$ cat src/rtl/traffic_pkg.sv
// Shared state codes and lamp encodings for the multi-approach traffic controller.
package traffic_pkg;

    typedef enum logic [2:0] {
        ALL_RED   = 3'd0,
        RED_AMBER = 3'd1,
        GREEN     = 3'd2,
        AMBER     = 3'd3,
        WALK      = 3'd4
    } state_e;

    // Per-approach lamp triple is {green, amber, red}
    localparam logic [2:0] LAMP_RED       = 3'b001;
    localparam logic [2:0] LAMP_RED_AMBER = 3'b011;
    localparam logic [2:0] LAMP_GREEN     = 3'b100;
    localparam logic [2:0] LAMP_AMBER     = 3'b010;

endpackage

$ cat src/rtl/traffic_phase_timer.sv
// Loadable phase down-counter; elapsed reads 1 in the first cycle after a load
// and counts up (saturating) while the phase lasts.
module traffic_phase_timer #(
    parameter int               CNT_W   = 16,
    parameter logic [CNT_W-1:0] RST_VAL = '0
) (
    input  logic             clk,
    input  logic             reset,
    input  logic             load_i,
    input  logic [CNT_W-1:0] load_val_i,
    output logic             zero_o,
    output logic [CNT_W-1:0] elapsed_o
);

    logic [CNT_W-1:0] count_q;
    logic [CNT_W-1:0] elapsed_q;

    always_ff @(posedge clk or posedge reset) begin
        if (reset) begin
            count_q   <= RST_VAL;
            elapsed_q <= CNT_W'(1);
        end else if (load_i) begin
            count_q   <= load_val_i;
            elapsed_q <= CNT_W'(1);
        end else begin
            if (count_q != '0) begin
                count_q <= count_q - 1'b1;
            end
            if (elapsed_q != '1) begin
                elapsed_q <= elapsed_q + 1'b1;
            end
        end
    end

    assign zero_o    = (count_q == '0);
    assign elapsed_o = elapsed_q;

endmodule

$ cat src/rtl/traffic_ctrl_multi.sv
// Round-robin traffic controller for NUM_DIR approaches with button-shortened green.
// Optional pedestrian walk phase is enabled by defining TRAFFIC_PED_WALK_EN.
module traffic_ctrl_multi
    import traffic_pkg::*;
#(
    parameter int NUM_DIR       = 2,
    parameter int CNT_W         = 16,
    parameter int GREEN_CYC     = 30,
    parameter int MIN_GREEN_CYC = 10,
    parameter int AMBER_CYC     = 3,
    parameter int RED_AMBER_CYC = 3,
    parameter int ALL_RED_CYC   = 2,
    parameter int WALK_CYC      = 8,
    localparam int DIR_W        = $clog2(NUM_DIR)
) (
    input  logic                   clk,
    input  logic                   reset,
    input  logic                   button,
    input  logic [NUM_DIR-1:0]     demand,
    output logic [3*NUM_DIR-1:0]   lights,
    output logic [DIR_W-1:0]       active_dir,
    output logic [2:0]             phase,
    output logic                   walk
);

    state_e                  state_q, state_d;
    logic [DIR_W-1:0]        dir_q, dir_d;
    logic                    btn_q, btn_d;
    logic [3*NUM_DIR-1:0]    lights_q;
    logic                    tmr_load;
    logic                    tmr_zero;
    logic [CNT_W-1:0]        tmr_elapsed;

    function automatic logic [CNT_W-1:0] dur_m1(input state_e s);
        case (s)
            RED_AMBER: dur_m1 = CNT_W'(RED_AMBER_CYC - 1);
            GREEN:     dur_m1 = CNT_W'(GREEN_CYC - 1);
            AMBER:     dur_m1 = CNT_W'(AMBER_CYC - 1);
            WALK:      dur_m1 = CNT_W'(WALK_CYC - 1);
            default:   dur_m1 = CNT_W'(ALL_RED_CYC - 1);
        endcase
    endfunction

    // First demander after cur (wrapping); cur itself is only reached last
    function automatic logic [DIR_W-1:0] next_dir(input logic [DIR_W-1:0] cur,
                                                  input logic [NUM_DIR-1:0] dem);
        logic [DIR_W-1:0] idx;
        logic             found;
        idx      = cur;
        found    = 1'b0;
        next_dir = (cur == DIR_W'(NUM_DIR - 1)) ? '0 : cur + 1'b1;
        for (int i = 0; i < NUM_DIR; i++) begin
            idx = (idx == DIR_W'(NUM_DIR - 1)) ? '0 : idx + 1'b1;
            if (!found && dem[idx]) begin
                next_dir = idx;
                found    = 1'b1;
            end
        end
    endfunction

    function automatic logic [3*NUM_DIR-1:0] lamps(input state_e s, input logic [DIR_W-1:0] dir);
        lamps = '0;
        for (int i = 0; i < NUM_DIR; i++) begin
            lamps[3*i +: 3] = LAMP_RED;
            if (DIR_W'(i) == dir) begin
                case (s)
                    RED_AMBER: lamps[3*i +: 3] = LAMP_RED_AMBER;
                    GREEN:     lamps[3*i +: 3] = LAMP_GREEN;
                    AMBER:     lamps[3*i +: 3] = LAMP_AMBER;
                    default:   lamps[3*i +: 3] = LAMP_RED;
                endcase
            end
        end
    endfunction

    always_comb begin
        state_d = state_q;
        dir_d   = dir_q;
        case (state_q)
            ALL_RED: begin
                if (tmr_zero) begin
`ifdef TRAFFIC_PED_WALK_EN
                    if (btn_q) begin
                        state_d = WALK;
                    end else begin
                        state_d = RED_AMBER;
                        dir_d   = next_dir(dir_q, demand);
                    end
`else
                    state_d = RED_AMBER;
                    dir_d   = next_dir(dir_q, demand);
`endif
                end
            end
            RED_AMBER: if (tmr_zero) state_d = GREEN;
            GREEN: begin
                if (tmr_zero || (btn_q && (tmr_elapsed >= CNT_W'(MIN_GREEN_CYC)))) begin
                    state_d = AMBER;
                end
            end
            AMBER:   if (tmr_zero) state_d = ALL_RED;
            WALK:    if (tmr_zero) state_d = ALL_RED;
            default: state_d = ALL_RED;
        endcase

        // Button is latched outside WALK; clearing on phase entry wins over a new press
        btn_d = btn_q | (button && (state_q != WALK));
`ifdef TRAFFIC_PED_WALK_EN
        if ((state_d == WALK) && (state_q != WALK)) btn_d = 1'b0;
`else
        if ((state_d == AMBER) && (state_q != AMBER)) btn_d = 1'b0;
`endif
    end

    assign tmr_load = (state_d != state_q);

    traffic_phase_timer #(
        .CNT_W   (CNT_W),
        .RST_VAL (CNT_W'(ALL_RED_CYC - 1))
    ) u_timer (
        .clk        (clk),
        .reset      (reset),
        .load_i     (tmr_load),
        .load_val_i (dur_m1(state_d)),
        .zero_o     (tmr_zero),
        .elapsed_o  (tmr_elapsed)
    );

`ifdef TRAFFIC_PED_WALK_EN
    logic walk_q;
`endif

    always_ff @(posedge clk or posedge reset) begin
        if (reset) begin
            state_q  <= ALL_RED;
            dir_q    <= DIR_W'(NUM_DIR - 1);
            btn_q    <= 1'b0;
            lights_q <= {NUM_DIR{LAMP_RED}};
`ifdef TRAFFIC_PED_WALK_EN
            walk_q   <= 1'b0;
`endif
        end else begin
            state_q  <= state_d;
            dir_q    <= dir_d;
            btn_q    <= btn_d;
            lights_q <= lamps(state_d, dir_d);
`ifdef TRAFFIC_PED_WALK_EN
            walk_q   <= (state_d == WALK);
`endif
        end
    end

`ifdef TRAFFIC_PED_WALK_EN
    assign walk = walk_q;
`else
    assign walk = 1'b0;
`endif

    assign lights     = lights_q;
    assign active_dir = dir_q;
    assign phase      = state_q;

endmodule
$ cat config.mk
export PLATFORM = sky130hd
export DESIGN_NAME = traffic_ctrl_multi
export DESIGN_NICKNAME = d
export VERILOG_FILES = /design/src/rtl/traffic_pkg.sv /design/src/rtl/traffic_phase_timer.sv /design/src/rtl/traffic_ctrl_multi.sv
export SDC_FILE = /design/constraint.sdc
export NUM_CORES = 1
export LEC_CHECK = 0
export BUFFER_PORTS_ARGS = -buffer_cell sky130_fd_sc_hd__buf_2
export CORE_MARGIN = 2
export CORE_UTILIZATION = 56
export CTS_BUF_LIST = sky130_fd_sc_hd__clkbuf_2
export CTS_CLUSTER_DIAMETER = 100
export CTS_CLUSTER_SIZE = 40
export DETAILED_ROUTE_END_ITERATION = 10
export GPL_TIMING_DRIVEN = 0
export PLACE_DENSITY = 0.78
export SETUP_SLACK_MARGIN = 0.4
export SLEW_MARGIN = 20
export SYNTH_ARGS = -nofsm -noshare
export SYNTH_HDL_FRONTEND = slang
export SYNTH_SLANG_ARGS = --single-unit
$ cat constraint.sdc
create_clock -name clk -period 2 [get_ports clk]
set_clock_uncertainty 0.2 [all_clocks]
set_input_delay 0.1 -clock clk [delete_from_list [all_inputs] [get_ports clk]]
set_output_delay 0.1 -clock clk [all_outputs]
set_load 0.01 [all_outputs]
# Word level (Yosys, flattened, before mapping)
# Cells that the tools add are included.
# W data, S select, Z words.
dict set report word_totals {
  register_bits 43
  in_bits 5
  output_inout_bits 11
  elab_cells 65
}
dict set report classes {
  addsub 4
  order_cmp 3
  n_eq_ne 12
  muxes 26
  n_bitwise 1
  reduce_logical 13
}
# op n
set ops {}
lappend ops {{$mux W16} 4}
lappend ops {{$mux W3} 6}
lappend ops {{$add A16 B1 Y16 const B} 1}
lappend ops {{$ge A16 B4 Y1 const B} 1}
lappend ops {{$logic_not A16 Y1} 1}
lappend ops {{$ne A16 B16 Y1 const B} 1}
lappend ops {{$reduce_bool A16 Y1} 1}
lappend ops {{$sub A16 B1 Y16 const B} 1}
lappend ops {{$pmux W5 S3} 1}
lappend ops {{$mux W1} 13}
lappend ops {{$eq A3 B2 Y1 const B} 4}
lappend ops {{$pmux W3 S4} 1}
lappend ops {{$pmux W3 S3} 1}
lappend ops {{$eq A3 B1 Y1 const B} 2}
lappend ops {{$eq A3 B3 Y1 const B} 2}
lappend ops {{$logic_and A1 B1 Y1} 4}
lappend ops {{$lt A1 B2 Y1 const B} 2}
lappend ops {{$reduce_bool A2 Y1} 2}
lappend ops {{$reduce_or A2 Y1} 2}
lappend ops {{$logic_not A3 Y1} 1}
lappend ops {{$ne A3 B2 Y1 const B} 1}
lappend ops {{$ne A3 B3 Y1} 1}
lappend ops {{$ne A3 B3 Y1 const B} 1}
lappend ops {{$add A1 B1 Y1 const B} 2}
lappend ops {{other kinds (3)} 3}

# Longest topological paths before layout
dict set report depth {
  depth_word 13
  ltp_mapped 9
  ltp_nobuf 8
}

# By module
# A second synthesis with hierarchy kept.
dict set report hier_totals {
  cells_unflattened 260
  area_unflattened_um2 2553.7
}
# module instances cells_each area_per_inst_um2 seq_area_each_um2
set by_module_without_submodules {}
lappend by_module_without_submodules {traffic_phase_timer 1 196 1898.1 803.3}
lappend by_module_without_submodules {traffic_ctrl_multi 1 64 655.6 279.0}

# Worst setup path before layout
# No wires, ideal clock.
dict set report synth_timing {
  path_kind {flip-flop to flip-flop}
  from {register u_timer.count_q[0]}
  to {register lights_q[2] (netlist: lights[2])}
  setup_ps 86
  t_arrival_ps 1891
  required_ps 1714
  slack_ps -177
  path_stages_with_launch 9
  n_path_buf 1
  period_less_slack_ps 2177
  cell_sequence {dfstp_2 -> inv_1 -> ha_1 -> nor4b_1 -> and4_1 -> buf_2 -> a2111oi_0 -> a21oi_1 -> nor3_1}
}
dict set report synth_between {
  elab_chain_len 7
  elab_cells_between_ends 14
  cone_classes {3 x eq/ne; 9 x mux; 2 x reduce/logical}
}
# item line
set synth_lines {}
lappend synth_lines {{start, declared} traffic_phase_timer.sv:15} ;# logic [CNT_W-1:0] count_q;
lappend synth_lines {{start signal, assigned} traffic_phase_timer.sv:23} ;# count_q <= load_val_i;
lappend synth_lines {{start signal, assigned} traffic_phase_timer.sv:27} ;# count_q <= count_q - 1'b1;
lappend synth_lines {{$logic_not A16 Y1 *} traffic_phase_timer.sv:35} ;# assign zero_o = (count_q == '0);
lappend synth_lines {{$logic_or A1 B1 Y1} traffic_ctrl_multi.sv:97} ;# if (tmr_zero || (btn_q && (tmr_elapsed >= CNT_W'(MIN_GREEN_CYC)))) begin
lappend synth_lines {{$mux W3} traffic_ctrl_multi.sv:97}
lappend synth_lines {{$pmux W3 S4} traffic_ctrl_multi.sv:79} ;# case (state_q)
lappend synth_lines {{$eq A3 B2 Y1 / $eq A3 B1 Y1 (equally long branches)} traffic_ctrl_multi.sv:66} ;# case (s)
lappend synth_lines {{$pmux W3 S3} traffic_ctrl_multi.sv:66}
lappend synth_lines {{$mux W3 *} traffic_ctrl_multi.sv:65} ;# if (DIR_W'(i) == dir) begin
lappend synth_lines {{end signal, assigned} traffic_ctrl_multi.sv:138} ;# lights_q <= {NUM_DIR{LAMP_RED}};
lappend synth_lines {{end signal, assigned} traffic_ctrl_multi.sv:146} ;# lights_q <= lamps(state_d, dir_d);
lappend synth_lines {{end, declared} traffic_ctrl_multi.sv:29} ;# logic [3*NUM_DIR-1:0] lights_q;
# Every way passes the cells marked *; elsewhere a longest branch is shown, timed or not.
# A chain may end at the register's enable or synchronous reset.

# Final worst setup path
dict set report layout_timing {
  from {register u_timer.elapsed_q[9] (netlist: u_timer.elapsed_o[9])}
  to {register u_timer.elapsed_q[14] (netlist: u_timer.elapsed_o[14])}
}
dict set report layout_between {
  elab_chain_len 7
  elab_cells_between_ends 11
  cone_classes {1 x add/sub; 1 x order compare; 2 x eq/ne; 4 x mux; 3 x reduce/logical}
}
# item line
set layout_lines {}
lappend layout_lines {{start, declared} traffic_phase_timer.sv:16} ;# logic [CNT_W-1:0] elapsed_q;
lappend layout_lines {{start signal, assigned} traffic_phase_timer.sv:30} ;# elapsed_q <= elapsed_q + 1'b1;
lappend layout_lines {{$ge A16 B4 Y1} traffic_ctrl_multi.sv:97}
lappend layout_lines {{$logic_and A1 B1 Y1} traffic_ctrl_multi.sv:97}
lappend layout_lines {{$logic_or A1 B1 Y1} traffic_ctrl_multi.sv:97}
lappend layout_lines {{$mux W3} traffic_ctrl_multi.sv:97}
lappend layout_lines {{$pmux W3 S4} traffic_ctrl_multi.sv:79}
lappend layout_lines {{$ne A3 B3 Y1} traffic_ctrl_multi.sv:115} ;# assign tmr_load = (state_d != state_q);
lappend layout_lines {{$mux W16 / $reduce_bool A2 Y1 (equally long branches)} --}
# Several ways; a longest one is shown, not always the timed one. The select of a mux whose other input is x is not followed.

==> metrics.txt <==
antenna-violating nets left=0; Main synth FF type=dfrtp_1; Slew Viols, Final=0; number of enable flip-flop cells after synthesis=0; ranking of synthesized cells by area=dfrtp_1 41%, nor2_1 6.4%, dfstp_2 5.7%; layout net count=just over 300; total CTS buffers=5; Overflow after GRT=0; CP bufs+invs=2; power share of the combinational group=between 50% and 60%; final hold vios=0; largest net degree at the start of global routing=36; post-synth top area share=41.4%; diode count=0; failing checks=negative setup slack; Leak=around 1.3 nW; P_sw=1.72 mW; fin worst setup slack=-0.400 ns; dominant cell type by area after synthesis=dfrtp_1; area of the multi-input gates=0.00149 mm²; Pint=approximately 2.4 mW; Initial Util=57.9%; switching share of power=a little over two fifths; clock root buffer=clkbuf_2; share of post-route cells with drive strength above 1=between 40% and 50%; register area=0.00109 mm²; average wire per standard cell=19.2 µm; DP Area=around 0.0025 mm²; area delta synth->final=40.4%; #FFs+latches synth=between 40 and 50; Sequential Power Share=35.9%; GR Util All Layers=roughly a quarter; RSZ-0062 raised after global routing=yes; Min Clock Period, post-route=2.40 ns; Synth Area per Inst=around 9.1 µm²; Largest stage delay, worst path=0.44 ns; Clock power frac=about an eighth; initial DRC count=about 330; CP max stage cell=nor4_1; Gate Count Post-Synth=252; Max-slew headroom=about two thirds; CP Launch Type=flip-flop; full die area=approximately 0.0046 mm²; CTS tree=done; Slew @ Worst Pin=between 0.5 and 0.6 ns; RePlAce Congestion=approximately 0.87; Clock Tree Buf Depth=2; row cnt=23; fmax=approximately 0.42 GHz; vias per cell=roughly 6.4; Die Ht=around 68 µm; Final HPWL DP=3.31 mm; DRC Markers=0; Finished Layout Cells=approximately 350; status=finished with violations; Worst Hold Class=in2reg; post-synth design cell area=between 0.002 and 0.0025 mm²; setup_tns=-9.24 ns; H-tree depth=2; PD cells=around 1300 mW/mm²; PortBufs=14; Final period util=120%; DR pass1 iterations=6; worst path required time=2.15 ns; post-synthesis sequential area ratio=47.1%; Synth Net Count=260; async set-reset flop share out of synthesis=100%; Max Cap Violations=0; Fillers=about 190; Util after Layout=between 80 and 90%; WP data arrival=2.55 ns; I/O pins=16; vias in the first global route=1903; Worst-Skew Late Latency=about 0.44 ns; initial antenna violation count=0; DP Worst Slack=-0.452 ns; CP max FO=7; Detailed Route WL=about 7 mm; maximum vdd drop=approximately 0.71 mV; delay-heaviest family, CP=simple AND/OR/NAND/NOR gates; global-route wire length before repair=8.70 mm; placed cell count=between 300 and 400; Vias=around 2300; clk slew on worst S/H paths=~0.24 ns; number of clock sinks=between 40 and 50; Synthesis Warnings=0; CP cell instances=clkbuf_1 > nor4_1 > nand4_1 > o21a_1 > nand2b_4 > buf_8 > a311oi_1; # setup viols final=40; Setup crit end kind=flip-flop; Synth cell types=45; WS Path Type=reg2reg; core region area=between 0.003 and 0.004 mm²; Final Cell Area=between 0.003 and 0.004 mm²; die extent in x=68.1 µm
[worst reg2reg max path, delay by kind of cell (launching register included)]
family / cells / cell delay, ns
AO/OA/AOI/OAI: 2 / 0.56
flip-flops: 1 / 0.41
AND/OR/NAND/NOR: 3 / 0.81
buffers and inverters: 2 / 0.33
[cells in the final DEF, fill, tap and decap left out, drive strengths merged, types with 2 or more instances in the layout]
master | netlist | layout
a211oi | 2 | 2
a31oi | 3 | 3
mux2i | 2 | 2
o21a | 2 | 2
nor4b | 2 | 2
inv | 9 | 9
o21ai | 12 | 12
nor3 | 11 | 11
nor3b | 3 | 3
a21o | 2 | 2
xor2 | 4 | 4
a21oi | 13 | 13
and2 | 2 | 2
and4 | 3 | 3
ha | 3 | 3
dfstp | 5 | 5
clkinv | 0 | 2
nor2 | 39 | 39
nand2 | 22 | 22
clkbuf | 5 | 11
nand4 | 10 | 10
nand2b | 3 | 3
buf | 7 | 45
dfrtp | 38 | 38
xnor2 | 14 | 14
or3 | 3 | 3
and3 | 4 | 4
nand3 | 8 | 8
nor2b | 3 | 3
nor4 | 6 | 6
a2111oi | 3 | 3
dlygate4sd3 | 0 | 5
[cell type report]
class / count / area share [%]
Buffer: 12 / 3.49
Clock buffer: 5 / 0.775
Clock inverter: 3 / 1.36
Inverter: 9 / 1.05
Multi-Input combinational cell: 188 / 46.2
Sequential cell: 43 / 33.7
Tap cell: 50 / 1.94
Timing Repair Buffer: 44 / 11.5
[worst paths after layout]
kind | depth (start not counted) | to | start | slack (ns)
worst min register to register | 1 | lights[3]$_DFF_PP1_ | active_dir$_DFF_PP1_ | 0.32
min in group asynchronous | 4 | u_timer.elapsed_o[11]$_DFFE_PP0P_ | reset | 0.46
worst min-delay path | 4 | btn_q$_DFF_PP0_ | button | 0.31
worst max register to register | 7 | u_timer.elapsed_o[14]$_DFFE_PP0P_ | u_timer.elapsed_o[9]$_DFFE_PP0P_ | -0.40
worst max-delay path | 7 | u_timer.elapsed_o[14]$_DFFE_PP0P_ | u_timer.elapsed_o[9]$_DFFE_PP0P_ | -0.40
max in group asynchronous | 5 | u_timer.count_q[0]$_DFFE_PP1P_ | reset | 0.59
[sequential cells by signal, summed over array words and instances (netlist names)]
register           count
active_dir             1
btn_q                  1
lights                 6
phase                  3
u_timer.count_q       16
u_timer.elapsed_o     16
[power by group through the flow]
stage	logic (mW)	registers, mW	clock network, mW
after floorplan	1.02	1.42	0
after global placement	1.26	1.44	0
after detailed placement	1.31	1.44	0
after CTS	1.78	1.43	0.523
after global routing	2.28	1.51	0.568
final	2.11	1.48	0.521
[cell usage after synthesis (3+ instances only)]
cell type,number
ha_1,3
a31oi_1,3
xor2_1,4
dfstp_2,5
nand2b_1,3
nor4_1,4
o21ai_1,4
nand4_1,10
or3_1,3
clkbuf_1,5
dfrtp_1,38
nor2b_1,3
nand2_1,22
nor3_1,11
buf_2,6
nor3b_1,3
and3_1,4
and4_1,3
xnor2_1,14
o21ai_0,8
nor2_1,39
a21oi_1,13
nand3_1,7
inv_1,8
[through the flow]
stage	power, mW	hold slack, ns
floorplan	2.44	0.0878
global placement	2.70	0.192
detailed placement	2.75	-0.173
CTS	3.74	0.305
global route	4.35	0.339
finish	4.11	0.310
[routing by layer]
metal	share of wire, %	wire length [µm]	vias to the layer above	global-route usage [%]
li1	-	-	986	-
met1	39	2640	1102	33.5
met2	49	3340	150	41.3
met3	8.3	566	38	3.45
met4	3.8	258	0	9.50
met5	0	0	-	0
[kinds of logic after synthesis]
group	synth area share [%]
AO/OA/AOI/OAI	11.4
multiplexers	0.871
adder cells (fa/ha/maj)	1.63
buffers and inverters	3.92
XOR/XNOR	6.86
flip-flops	47.1
AND/OR/NAND/NOR	28.1
other	0.163
[what timing repair did]
item,in CTS,in global routing
hold buffers,5,0
resized for setup,46,39
pin swaps,14,10
gates cloned,2,1
setup buffers,13,8
setup endpoints to repair,43,43
hold endpoints to repair,47,0
Power figures use the tool's default switching activity.
